<file path="src/rtl/uart_rx.sv">
// rtl/uart_rx.sv - oversampling UART receiver with majority vote, optional parity and stop checking
module uart_rx #(
    parameter int DATA_WIDTH = 8,
    parameter int PRESCALE   = 8
) (
    input  logic                  CLK,
    input  logic                  RST,
    input  logic                  RX_IN,
    input  logic                  PAR_EN,
    input  logic                  PAR_TYP,
    output logic [DATA_WIDTH-1:0] P_DATA,
    output logic                  DATA_VALID,
    output logic                  PAR_ERR,
    output logic                  STP_ERR
);

    localparam int EW = $clog2(PRESCALE);
    localparam int BW = (DATA_WIDTH > 1) ? $clog2(DATA_WIDTH) : 1;
    localparam logic [EW-1:0] S0_CNT   = EW'(PRESCALE/2 - 1);
    localparam logic [EW-1:0] S1_CNT   = EW'(PRESCALE/2);
    localparam logic [EW-1:0] DEC_CNT  = EW'(PRESCALE/2 + 1);
    localparam logic [EW-1:0] LAST_CNT = EW'(PRESCALE - 1);
    localparam logic [BW-1:0] LAST_BIT = BW'(DATA_WIDTH - 1);

    typedef enum logic [2:0] {IDLE, START, DATA, PARITY, STOP} state_t;

    state_t                  state_q;
    logic                    rx_meta_q, rx_s_q;
    logic [EW-1:0]           edge_cnt_q;
    logic [BW-1:0]           bit_cnt_q;
    logic [DATA_WIDTH-1:0]   shift_q;
    logic                    samp0_q, samp1_q;
    logic                    par_en_q, par_typ_q, par_bad_q;

    logic                    maj;
    logic                    is_dec, is_last;
    logic [DATA_WIDTH:0]     shift_ext;
    logic [DATA_WIDTH-1:0]   shift_d;

    always_comb begin
        maj       = (samp0_q & samp1_q) | (samp0_q & rx_s_q) | (samp1_q & rx_s_q);
        is_dec    = (edge_cnt_q == DEC_CNT);
        is_last   = (edge_cnt_q == LAST_CNT);
        // LSB arrives first, so new bits enter at the top and drift down
        shift_ext = {maj, shift_q};
        shift_d   = shift_ext[DATA_WIDTH:1];
    end

    always_ff @(posedge CLK) begin
        if (!RST) begin
            state_q    <= IDLE;
            rx_meta_q  <= 1'b1;
            rx_s_q     <= 1'b1;
            edge_cnt_q <= '0;
            bit_cnt_q  <= '0;
            shift_q    <= '1;
            samp0_q    <= 1'b1;
            samp1_q    <= 1'b1;
            par_en_q   <= 1'b0;
            par_typ_q  <= 1'b0;
            par_bad_q  <= 1'b0;
            P_DATA     <= '0;
            DATA_VALID <= 1'b0;
            PAR_ERR    <= 1'b0;
            STP_ERR    <= 1'b0;
        end else begin
            rx_meta_q  <= RX_IN;
            rx_s_q     <= rx_meta_q;
            DATA_VALID <= 1'b0;
            PAR_ERR    <= 1'b0;
            STP_ERR    <= 1'b0;

            if (state_q != IDLE) begin
                edge_cnt_q <= is_last ? '0 : edge_cnt_q + 1'b1;
            end
            if (edge_cnt_q == S0_CNT) samp0_q <= rx_s_q;
            if (edge_cnt_q == S1_CNT) samp1_q <= rx_s_q;

            case (state_q)
                IDLE: begin
                    edge_cnt_q <= '0;
                    if (!rx_s_q) begin
                        state_q   <= START;
                        par_en_q  <= PAR_EN;
                        par_typ_q <= PAR_TYP;
                        par_bad_q <= 1'b0;
                        bit_cnt_q <= '0;
                    end
                end
                START: begin
                    if (is_dec && maj) begin
                        state_q <= IDLE;
                    end else if (is_last) begin
                        state_q <= DATA;
                    end
                end
                DATA: begin
                    if (is_dec) shift_q <= shift_d;
                    if (is_last) begin
                        if (bit_cnt_q == LAST_BIT) begin
                            state_q <= par_en_q ? PARITY : STOP;
                        end else begin
                            bit_cnt_q <= bit_cnt_q + 1'b1;
                        end
                    end
                end
                PARITY: begin
                    if (is_dec) par_bad_q <= (maj != ((^shift_q) ^ par_typ_q));
                    if (is_last) state_q <= STOP;
                end
                STOP: begin
                    // Leave at the decision point so a start bit right after the stop bit is caught
                    if (is_dec) begin
                        state_q <= IDLE;
                        STP_ERR <= ~maj;
                        PAR_ERR <= par_bad_q;
                        if (maj && !par_bad_q) begin
                            P_DATA     <= shift_q;
                            DATA_VALID <= 1'b1;
                        end
                    end
                end
                default: state_q <= IDLE;
            endcase
        end
    end

endmodule
</file>
<file path="config.mk">
export PLATFORM = sky130hd
export DESIGN_NAME = uart_rx
export DESIGN_NICKNAME = d
export VERILOG_FILES = /design/src/rtl/uart_rx.sv
export SDC_FILE = /design/constraint.sdc
export NUM_CORES = 1
export LEC_CHECK = 0
export CAP_MARGIN = 10
export CELL_PAD_IN_SITES_DETAIL_PLACEMENT = 2
export CELL_PAD_IN_SITES_GLOBAL_PLACEMENT = 2
export CORE_AREA = 5 5 88 70
export CTS_BUF_LIST = sky130_fd_sc_hd__clkbuf_8 sky130_fd_sc_hd__clkbuf_16
export DETAILED_ROUTE_END_ITERATION = 6
export DIE_AREA = 0 0 93 75
export PLACE_DENSITY = 0.75
export SETUP_SLACK_MARGIN = 0.05
export SYNTH_ARGS = -nofsm -noshare
export SYNTH_HDL_FRONTEND = slang
export SYNTH_SLANG_ARGS = --single-unit
export TNS_END_PERCENT = 1
</file>
<file path="constraint.sdc">
create_clock -name CLK -period 1.7 [get_ports CLK]
set_input_delay 0.51 -clock CLK [delete_from_list [all_inputs] [get_ports CLK]]
set_output_delay 0.51 -clock CLK [all_outputs]
set_load 0.05 [all_outputs]
</file>
==> impl_metrics.json <==
{
  "syn-num-nets": 170,
  "reg2reg_from": "rx_s_q$_SDFF_PN1_",
  "drt-total-wl_um": 4535,
  "min_path_cells": 1,
  "cpMaxStageDelayCell": "or4_4",
  "setup-violations-final": 0,
  "synthFlopType": "dfxtp_1",
  "ys_ff_latch": 35,
  "numCtsBuffers": 5,
  "maxClockFrequency_ghz": 0.6036,
  "insertion_delay_ps": 300,
  "reg2reg_to": "state_q[2]$_SDFFE_PN0P_",
  "grt_pass1_wl_um": 7293,
  "crit_arrival_ps": 1890,
  "vias": 1246,
  "worstMarginPinSlew_ps": 445.5,
  "core_area_sq_um": 5180,
  "clockBufferDepth": 2,
  "ioPinCount": 16,
  "final_area_sq_um": 2161,
  "critPathCaptureType": "register",
  "placedCellCount": 242,
  "crit_family": "simple AND/OR/NAND/NOR gates",
  "die_w_um": 93,
  "cp_cell_sequence": "maj3_2 > a211oi_2 > or4_4 > a21oi_2",
  "worst_ep_required_time_ps": 1930,
  "synth_top_area_share_pct": 45.53,
  "yosysMostFrequentCell": "dfxtp_1",
  "grt_start_max_net_pins": 13,
  "drv_slew": 0,
  "synthCells": 158,
  "reg2reg_slack_ps": 40,
  "syn2layout_area_growth_pct": 40.41,
  "routedWlPerCell_um": 18.07,
  "grt_overflow": 0,
  "die_h_um": 75,
  "fin_worst_skew_ps": 9.027,
  "cts.clk_slew.worst_paths_ps": 80,
  "critPathMaxFanout": 6,
  "placed_cell_area_sq_um": 1989,
  "outcome": "finished clean",
  "worstHoldEndpoint": "rx_s_q$_SDFF_PN1_",
  "rsz0062_at_grt": "yes",
  "antenna_found_initial": 0,
  "finalHoldViolCount": 0,
  "hold_buffers": 0,
  "min_from": "rx_meta_q$_SDFF_PN1_",
  "cts_tree": "built",
  "synth-edff-count": 0,
  "max_cap_viol_count": 0,
  "first_pass_iters": 4,
  "viasPerCell": 4.964,
  "htree_levels": 2,
  "stdcell_count": 251,
  "cts_root_buf": "clkbuf_8",
  "dpl.hpwl_um": 3277,
  "seq_area_frac_synth_pct": 45.53,
  "synth_async_sr_flop_share_pct": 0,
  "cp_slowest_stage_delay_ps": 520,
  "synth_top_cell_by_area": "dfxtp_1",
  "min_period_over_period_pct": 97.46,
  "avgSynthCellArea_sq_um": 9.740,
  "synthTopCellsByArea": "dfxtp_1 (46%), mux2i_1 (14%), ha_1 (5.7%), nor2_1 (5.1%), nand2_1 (3.7%)",
  "critical_path_class": "reg -> reg",
  "drive_gt1_share_pct": 29.10,
  "drc": 0,
  "hold_path_class": "reg -> reg",
  "cp_num_buf_inv": 0,
  "peakVddDrop_mv": 0.3891,
  "die_area_sq_um": 6975,
  "nNetsFinal": 200,
  "period_minus_slack_ps": 1657,
  "ys_warn_count": 0,
  "critPathLaunchType": "register",
  "leakagePower_nw": 0.9090,
  "powerDensity_nw_per_um2": 716.9,
  "detail-route-antenna-nets": 0,
  "port_buffers": 15,
  "grt_pass1_vias": 1362,
  "track_usage_pct": 13.92,
  "slew_headroom_pct": 70.05,
  "rows": 23,
  "diodes": 0,
  "initial_core_util_pct": 29.71,
  "reg2reg_depth": 4,
  "gp_congestion": 0.8027,
  "synth_common_cells": "dfxtp_1 (35), mux2i_1 (22), nor2_1 (21)",
  "synth_cell_type_count": 38,
  "cts_sinks": 35,
  "synth_area_sq_um": 1539,
  "drt_iter0_markers": 48
}
[how the worst max path moves through the flow]
stage | endpoint | cells past startpoint | startpoint
floorplan | state_q[2]$_SDFFE_PN0P_ | 6 | edge_cnt_q[0]$_SDFFE_PP0N_
global placement | shift_q[5]$_SDFFE_PN1P_ | 6 | edge_cnt_q[1]$_SDFFE_PP0N_
detailed placement | shift_q[5]$_SDFFE_PN1P_ | 6 | edge_cnt_q[1]$_SDFFE_PP0N_
CTS | state_q[2]$_SDFFE_PN0P_ | 6 | edge_cnt_q[0]$_SDFFE_PP0N_
global route | state_q[2]$_SDFFE_PN0P_ | 4 | rx_s_q$_SDFF_PN1_
finish | state_q[2]$_SDFFE_PN0P_ | 4 | rx_s_q$_SDFF_PN1_
[final cells by class]
type,instances,area (sq um)
Sequential cell,35,709.4
Tap cell,62,77.57
Fill cell,549,3019
Multi-Input combinational cell,109,869.6
Clock buffer,5,68.82
Inverter,7,26.28
Clock inverter,3,20.02
Timing Repair Buffer,30,389.1
[logic make-up after synthesis]
kind of cell    Yosys count  synth area share, %
simple gates             57                17.40
flops                    35                45.53
mux                      22                14.31
compound gates           14                7.237
buf+inv                  14                3.739
xor+xnor                  8                5.447
fa+ha+maj                 8                6.341
[per-stage QoR]
stage          setup TNS, ps  hold WS (ps)  setup slack, ps   power, W  utilization [%]
2_1_floorplan              0         386.3            68.15  0.0008996                -
3_3_place_gp               0         393.8            32.57  0.0009348            38.41
3_5_place_dp          -365.3         419.0           -61.51  0.0009413            38.41
4_1_cts               -7.487         439.4           -4.884   0.001564            40.92
5_1_grt               -11.89         467.0           -11.26   0.001617            41.72
6_report                   0         433.2            43.19   0.001549            41.72
[sequential cells by signal, indices dropped and copies added (netlist names), 3 cells and up]
register and count:
P_DATA 8, shift_q 8, bit_cnt_q 3, edge_cnt_q 3, state_q 3
[timing repair]
| item | in CTS | in global routing |
|---|---|---|
| endpoints found under the setup margin | 18 | 9 |
| hold endpoints to repair | 0 | 0 |
| buffers inserted | 0 | 1 |
| pin swaps | 2 | 6 |
| resized for setup | 12 | 8 |
[per-layer routing]
| layer | wire, um | global-route usage [%] |
|---|---|---|
| met1 | 2067 | 17.18 |
| met2 | 2284 | 24.42 |
| met3 | 110 | 2.997 |
| met4 | 73 | 4.878 |
| met5 | 0 | 0 |
[worst register-to-register path, delay by kind of cell, from the launching register on]
| kind | cells | cell delay, ps |
|---|---|---|
| simple gates | 1 | 520 |
| flops | 1 | 450 |
| compound gates | 2 | 280 |
| fa+ha+maj | 1 | 350 |
[layout by cell type, fill, tap and decap left out, types with 2 or more instances in the layout]
| cell type | synthesis | layout |
|---|---|---|
| xnor2_1 | 6 | 6 |
| dfxtp_2 | 0 | 4 |
| buf_4 | 0 | 13 |
| nand2b_1 | 3 | 3 |
| a21oi_2 | 0 | 2 |
| buf_12 | 0 | 12 |
| clkdlybuf4s50_1 | 0 | 4 |
| clkinvlp_4 | 0 | 2 |
| nor3_1 | 2 | 2 |
| ha_4 | 0 | 5 |
| inv_1 | 6 | 5 |
| nand3_1 | 4 | 4 |
| dfxtp_1 | 35 | 30 |
| ha_1 | 7 | 2 |
| nor4_1 | 2 | 2 |
| mux2i_1 | 22 | 22 |
| nand2_1 | 15 | 15 |
| clkbuf_8 | 0 | 5 |
| and3_1 | 2 | 2 |
| nor2_1 | 21 | 21 |
[where the power goes]
group	internal [W]	total, W	switching, W
combinational	0.0000435	0.0000910	0.0000474
sequential	0.000826	0.000837	0.0000118
clock	0.000285	0.000621	0.000336
total	0.00115	0.00155	0.000395
(Power assumes the default switching activity.)
